`config.mk`:
```
export PLATFORM = sky130hd
export DESIGN_NAME = spi_mem_slave
export DESIGN_NICKNAME = d
export VERILOG_FILES = /design/src/rtl/spi_pkg.sv /design/src/rtl/spi_mem_array.sv /design/src/rtl/spi_mem_slave.sv
export SDC_FILE = /design/constraint.sdc
export NUM_CORES = 1
export LEC_CHECK = 0
export BUFFER_PORTS_ARGS = -buffer_cell sky130_fd_sc_hd__buf_4
export CORE_MARGIN = 5
export CORE_UTILIZATION = 50
export DETAILED_ROUTE_END_ITERATION = 8
export PLACE_DENSITY = 0.65
export SYNTH_ARGS = -nofsm -noshare
export SYNTH_HDL_FRONTEND = slang
export SYNTH_SLANG_ARGS = --single-unit
```
`constraint.sdc`:
```
create_clock -name clk -period 7.05 [get_ports clk]
set_clock_uncertainty 0.2 [all_clocks]
set_input_delay 0 -clock clk [delete_from_list [all_inputs] [get_ports clk]]
set_output_delay 0 -clock clk [all_outputs]
set_load 0.02 [all_outputs]
```
`src/rtl/spi_pkg.sv`:
```
// Shared definitions for the SPI master / memory-slave pair.
// Holds frame opcodes, default geometry and the slave state encoding.
package spi_pkg;

  localparam int DATA_W    = 8;
  localparam int ADDR_W    = 8;
  localparam int MEM_DEPTH = 32;

  localparam logic OP_WR = 1'b1;
  localparam logic OP_RD = 1'b0;

  typedef enum logic [2:0] {
    IDLE    = 3'd0,
    SKIP    = 3'd1,
    RX_OP   = 3'd2,
    RX_ADDR = 3'd3,
    RX_DATA = 3'd4,
    END     = 3'd5,
    READY   = 3'd6,
    TX      = 3'd7
  } spi_state_e;

endpackage

```
`src/rtl/spi_mem_array.sv`:
```
// DEPTH x DATA_W register-file storage.
// Out-of-range accesses are dropped on write and read back as zero.
module spi_mem_array #(
  parameter int DATA_W = spi_pkg::DATA_W,
  parameter int ADDR_W = spi_pkg::ADDR_W,
  parameter int DEPTH  = spi_pkg::MEM_DEPTH
) (
  input  logic              clk,
  input  logic              rst,
  input  logic              we,
  input  logic [ADDR_W-1:0] addr,
  input  logic [DATA_W-1:0] wdata,
  output logic [DATA_W-1:0] rdata
);

  localparam int             IDX_W     = (DEPTH > 1) ? $clog2(DEPTH) : 1;
  localparam logic [ADDR_W:0] DEPTH_LIM = (ADDR_W + 1)'(DEPTH);

  logic [DATA_W-1:0] mem [DEPTH];
  logic              in_range;
  logic [IDX_W-1:0]  idx;

  // The full address is compared so aliased high addresses never reach a word.
  assign in_range = ({1'b0, addr} < DEPTH_LIM);
  assign idx      = addr[IDX_W-1:0];

  // NOTE: this storage is flops, not a RAM macro, so a synchronous clear is
  // legal here; a real SRAM would need a sequenced clear instead.
  always_ff @(posedge clk) begin
    if (rst) begin
      for (int i = 0; i < DEPTH; i++) mem[i] <= '0;
    end else if (we && in_range) begin
      mem[idx] <= wdata;
    end
  end

  // NOTE: default assignment first so every path drives rdata and no latch forms.
  always_comb begin
    rdata = '0;
    if (in_range) rdata = mem[idx];
  end

endmodule

```
`src/rtl/spi_mem_slave.sv`:
```
// SPI-side memory target: decodes write/read frames from the SPI master
// and answers reads with an LSB-first response on o_miso.
module spi_mem_slave
  import spi_pkg::*;
#(
  parameter int DATA_W = spi_pkg::DATA_W,
  parameter int ADDR_W = spi_pkg::ADDR_W,
  parameter int DEPTH  = spi_pkg::MEM_DEPTH
) (
  input  logic clk,
  input  logic rst,
  input  logic i_cs,
  input  logic i_mosi,
  output logic o_ready,
  output logic o_op_done,
  output logic o_miso
);

  localparam int MAX_W = (ADDR_W > DATA_W) ? ADDR_W : DATA_W;
  localparam int CNT_W = (MAX_W > 1) ? $clog2(MAX_W) : 1;

  localparam logic [CNT_W-1:0] ADDR_LAST = CNT_W'(ADDR_W - 1);
  localparam logic [CNT_W-1:0] DATA_LAST = CNT_W'(DATA_W - 1);
  localparam logic [CNT_W-1:0] CNT_ONE   = CNT_W'(1);

  spi_state_e        state;
  logic [CNT_W-1:0]  bit_cnt;
  logic              op;
  logic [ADDR_W-1:0] addr_sr;
  logic [DATA_W-1:0] data_sr;
  logic [DATA_W-1:0] tx_reg;
  logic [DATA_W-1:0] rd_data;
  logic              mem_we;

  // Commit happens on the same edge that sees chip-select released.
  assign mem_we = (state == END) && i_cs && (op == OP_WR);

  spi_mem_array #(
    .DATA_W (DATA_W),
    .ADDR_W (ADDR_W),
    .DEPTH  (DEPTH)
  ) u_mem (
    .clk   (clk),
    .rst   (rst),
    .we    (mem_we),
    .addr  (addr_sr),
    .wdata (data_sr),
    .rdata (rd_data)
  );

  // NOTE: non-blocking assignments so every register samples pre-edge values.
  always_ff @(posedge clk) begin
    if (rst) begin
      state     <= IDLE;
      bit_cnt   <= '0;
      op        <= 1'b0;
      addr_sr   <= '0;
      data_sr   <= '0;
      tx_reg    <= '0;
      o_ready   <= 1'b0;
      o_op_done <= 1'b0;
      o_miso    <= 1'b0;
    end else begin
      o_ready   <= 1'b0;
      o_op_done <= 1'b0;
      case (state)
        IDLE: begin
          if (!i_cs) begin
            bit_cnt <= '0;
            state   <= SKIP;
          end
        end
        SKIP: state <= i_cs ? IDLE : RX_OP;
        RX_OP: begin
          if (i_cs) begin
            state <= IDLE;
          end else begin
            op      <= i_mosi;
            bit_cnt <= '0;
            state   <= RX_ADDR;
          end
        end
        RX_ADDR: begin
          if (i_cs) begin
            state <= IDLE;
          end else begin
            addr_sr <= {i_mosi, addr_sr[ADDR_W-1:1]};
            if (bit_cnt == ADDR_LAST) begin
              bit_cnt <= '0;
              state   <= (op == OP_WR) ? RX_DATA : END;
            end else begin
              bit_cnt <= bit_cnt + CNT_ONE;
            end
          end
        end
        RX_DATA: begin
          if (i_cs) begin
            state <= IDLE;
          end else begin
            data_sr <= {i_mosi, data_sr[DATA_W-1:1]};
            if (bit_cnt == DATA_LAST) begin
              bit_cnt <= '0;
              state   <= END;
            end else begin
              bit_cnt <= bit_cnt + CNT_ONE;
            end
          end
        end
        END: begin
          if (i_cs) begin
            if (op == OP_WR) begin
              o_op_done <= 1'b1;
              state     <= IDLE;
            end else begin
              tx_reg  <= rd_data;
              o_ready <= 1'b1;
              state   <= READY;
            end
          end
        end
        READY: begin
          o_miso  <= tx_reg[0];
          tx_reg  <= tx_reg >> 1;
          bit_cnt <= '0;
          state   <= TX;
        end
        TX: begin
          // bit_cnt counts bits already driven after bit 0; chip-select is ignored.
          if (bit_cnt == DATA_LAST) begin
            o_miso  <= 1'b0;
            bit_cnt <= '0;
            state   <= IDLE;
          end else begin
            o_miso  <= tx_reg[0];
            tx_reg  <= tx_reg >> 1;
            bit_cnt <= bit_cnt + CNT_ONE;
          end
        end
        default: state <= IDLE;
      endcase
    end
  end

endmodule
```
Yosys cells after proc, flatten, opt, wreduce, memory -nomap -nowiden

Memory sizes are Yosys's and may differ from the RTL's. A register that Yosys moved wholly into a read port is not among the register bits.
Cells that the tools add are included.

Register bits after elaboration: 34
Latch bits: 0
RAM bits: 256
Memory bits (read-only): 0
Bits of input ports: 4
Output and inout port bits: 3
Memories: 1

Add/subtract/negate cells: 1
Multiply operators: 0
Divide/modulo/power cells: 0
$lt $le $gt $ge: 1
Equal/unequal tests: 17
Shifts and indexed selects: 0
Multiplexer cells: 35
Bitwise logic cells: 2
Reduce and logical (&&, ||, !) cells: 17

Memory list:

| memory    | words | width | read ports | clocked after Yosys merged registers in | wr ports | RTL line            | text |
|---|---|---|---|---|---|---|---|
| u_mem.mem | 32    | 8     | 1          | 1                                       | 32       | spi_mem_array.sv:19 | `logic [DATA_W-1:0] mem [DEPTH];` |

Operators with widths:

| cell                | number |
|---|---|
| $mux 8              | 5 |
| $mux 3              | 11 |
| $pmux 3 s8          | 1 |
| $pmux 8 s3          | 1 |
| $eq 3x3->1 const B  | 5 |
| $mux 5              | 3 |
| $ne 2x2->1 const B  | 7 |
| $pmux 3 s4          | 1 |
| $mux 1              | 10 |
| $lt 8x6->1 const B  | 1 |
| $reduce_or 8->1     | 1 |
| $eq 3x2->1 const B  | 2 |
| $ne 3x3->1 const B  | 2 |
| $reduce_and 2->1    | 3 |
| $reduce_and 5->1    | 1 |
| $mux 2              | 2 |
| $reduce_and 4->1    | 1 |
| $reduce_bool 4->1   | 1 |
| $reduce_or 2->1     | 2 |
| $add 3x1->3 const B | 1 |
| $eq 3x1->1 const B  | 1 |
| $logic_and 1x1->1   | 3 |
| $logic_not 3->1     | 1 |
| $reduce_and 3->1    | 1 |
| other kinds (5)     | 6 |

Logic depth before layout (Yosys ltp)

Word-level depth: 9
Mapped depth: 8

By module

A second synthesis with hierarchy kept.

Cells, all modules: 1072
Area total of the unflattened synthesis: 13630.6 µm²

By module, submodules not included:

| module        | times used | cells each | area each (µm²) |
|---|---|---|---|
| spi_mem_array | 1          | 895        | 12042.8 |
| spi_mem_slave | 1          | 177        | 1587.8 |

Worst setup path after synthesis

Ideal clock, no wire load.

Path kind: register to register
Start: register state[2]
End: memory u_mem.mem[28][0], enable pin
Data arrival time: 1789 ps
Data required time: 6521 ps
Path slack: 4732 ps
Stages on the path, launching flop included: 8
Cells stage by stage: dfxtp_1 -> clkbuf_1 -> nand4b_1 -> nor4_2 -> nand4bb_1 -> clkbuf_1 -> nor2_1 -> or2_1

RTL lines:

| element                  | RTL line            | text |
|---|---|---|
| start: declaration       | spi_mem_slave.sv:26 | `spi_state_e state;` |
| start signal: assignment | spi_mem_slave.sv:73 | `SKIP: state <= i_cs ? IDLE : RX_OP;` |
| start signal: assignment | spi_mem_slave.sv:90 | `state <= (op == OP_WR) ? RX_DATA : END;` |
| end: declaration         | spi_mem_array.sv:19 |  |

==> results.toml <==
[finish]
utilization_pct = 55.2
largest_reg_flops = 256
final_nets = 936
syn_to_final_growth_pct = 9.89
top_register = "u_mem.mem"
layout-drive-gt1-share_pct = 17.5
num_antenna_cells = 0
finalInstanceArea_mm2 = 0.0147

[status]
status = "complete, no violations"

[setup_path]
path_class = "flip-flop to flip-flop"
required_ns = 7.08
crit_arrival_ns = 3.51
crit_fanout = 18
cp-end-kind = "flip-flop"
setup.worst_path.start_class = "flip-flop"

[logic_synthesis]
yosysMostFrequentCell = "and2_1"
syn_nets = 945
synth_flop_cell = "edfxtp_1"
synth.top_cell.area_share_pct = 57.4
ys_ff_latch = 295
synth_top_cells_by_count = "and2_1, edfxtp_1, mux4_2, nor2_1, clkbuf_1"
async_flop_share_pct = 0
ys_warn_count = 0
postSynthAreaPerCell_um2 = 14.3
synth.largest_area_cell = "edfxtp_1"
ys_seq_area_share_pct = 63.2
syn_area_mm2 = 0.0134
yosys-top-cells-area = "edfxtp_1, and2_1, mux4_2"
postSynthCellCount = 939
ys_types = 41
synth-edff-count = 256

[placement]
preCtsSetupSlack_ns = 3.58
placed_cell_area_mm2 = 0.0137
routabilityCongestion = 0.837
port_buffers = 6
hpwlAfterDp_mm = 19.7

[floorplanning]
core_mm2 = 0.0267
dieArea_mm2 = 0.0302
io_pins = 7
num_rows = 60
die_y_um = 174
die_w_um = 174
start_util_pct = 50.3

[clocking]
clkTransAtPathRegs_ns = 0.06
clock_path_buffers = 3
cts_setup_buffers = 0
cts_tree = "built"
cts_sinks = 295
root_buffer = "clkbuf_16"
htreeDepth = 1
cts_made_buffers = 30
clk_latency_ns = 0.55

[detailed_routing]
wl_per_cell_um = 23.6
drc = 0
routed_wirelength_mm = 30.5
viasPerCell = 5.82
first_iter_violations = 749
antenna_left = 0
drt_pass1_iterations = 5
vias = 7538

[global_routing]
overflow = 0
antenna_found_initial = 0
grt_pass1_wl_mm = 47.0
grt_pass1_vias = 7362
grt_max_degree = 69
grt_util_all_layers_pct = 20.3

[sta]
clock.fmax_mhz = 287
finalCritPeriodShare_pct = 49.4
relSlewSlack_pct = 43.2
hold_slack_ns = 0.0863
fin_crit_ns = 3.48
rsz0062_at_grt = "no"
finalWorstSetupSlack_ns = 3.57
hold_violations = 0
setup_tns_ns = 0
worstMarginPinSlew_ns = 0.845
report.final.slew_viol_count = 0
setup_viol = 0

[job]
max_cap_viol_count = 0

[min_path]
hold_class = "primary input to flip-flop"

[power]
powerDensity_mw_per_mm2 = 251
ir_worst_vdd_mv = 0.191
cellLeakagePower_nw = 4.83
critical path, cell delays in order (launching register included):
cell and delay (ns):
dfxtp_1 0.65, nand4b_1 0.25, nor4_2 0.34, nand4b_1 0.65, nor2_1 0.70, or2_2 0.37
per-layer routing:
layer / GRT usage (%) / share of wire (%) / wire length, um / vias up
met2: 31.4 / 46 / 14100 / 269
met5: 0 / 0 / 0 / -
met4: 5.25 / 2.2 / 658 / 0
met3: 3.38 / 7.2 / 2190 / 39
li1: - / - / - / 3421
met1: 30.2 / 45 / 13600 / 3809
final cells by class:
| cell class | count | area, um2 |
|---|---|---|
| Inverter | 6 | 22.5 |
| Clock buffer | 36 | 795 |
| Multi-Input combinational cell | 575 | 4630 |
| Tap cell | 341 | 427 |
| Clock inverter | 20 | 193 |
| Timing Repair Buffer | 22 | 180 |
| Fill cell | 2091 | 11900 |
| Sequential cell | 295 | 8480 |
worst paths after layout:
check	start	end	cells past startpoint	slack, ns
max	state[0]$_SDFFE_PP0P_	u_mem.mem[1][0]$_SDFFCE_PN0P_	5	3.57
min	i_mosi	data_sr[7]$_SDFFE_PP0P_	4	0.09
max reg2reg	state[0]$_SDFFE_PP0P_	u_mem.mem[1][0]$_SDFFCE_PN0P_	5	3.57
min reg2reg	o_miso$_SDFFE_PP0P_	o_miso$_SDFFE_PP0P_	2	0.27
through the flow:
| step | total power, W | instances |
|---|---|---|
| 2_1_floorplan | 0.00209 | 939 |
| 3_3_place_gp | 0.00214 | 1233 |
| 3_5_place_dp | 0.00214 | 1233 |
| 4_1_cts | 0.00371 | 1295 |
| 5_1_grt | 0.00380 | 1295 |
| 6_report | 0.00370 | 1295 |
what timing repair did:
item                       4_1_cts  5_1_grt
setup endpoints to repair        0        0
gates resized for setup          0        0
hold endpoints to repair        34        0
hold buffers                     6        0
logic make-up (layout without fill, tap and decap cells):
group,count (synthesis),in the layout,share of synthesized area (%)
buffers and inverters,69,84,2.29
and+or+nand+nor,421,421,18.2
muxes,91,91,13.2
AOI/OAI and AO/OA,60,60,2.87
adders and majority gates,2,2,0.187
xor gates and xnor gates,1,1,0.0654
DFF,295,295,63.2
power breakdown:
| group | leakage [nW] | switching (W) | total [W] | internal [W] |
|---|---|---|---|---|
| clock | 0.467 | 0.000674 | 0.00159 | 0.000916 |
| sequential | 2.75 | 0.0000338 | 0.00200 | 0.00197 |
| combinational | 1.61 | 0.0000601 | 0.000105 | 0.0000452 |
cells in the final DEF, fill, tap and decap left out, types with 3 or more instances in the layout:
master           n
dfxtp_1         34
a22oi_1          6
clkinv_4         3
clkinvlp_4       5
bufinv_16        3
clkbuf_1         5
o21ai_0          8
dlygate4sd3_1    6
nand2_1         33
buf_4           16
nand4b_1         3
mux2i_1         22
inv_1            5
clkinv_2         4
a221o_1          5
or2_1            7
a221oi_1         7
a21oi_1         27
edfxtp_1       256
clkinv_1         5
or2_2           25
nand3b_1         4
nor2b_1          3
nand4_1          9
dfxtp_2          4
nor3_1           7
nor2_1          54
and2_1         257
nand3_1          9
clkbuf_16       31
or3_1            3
mux4_2          69
(Power assumes the default switching activity.)
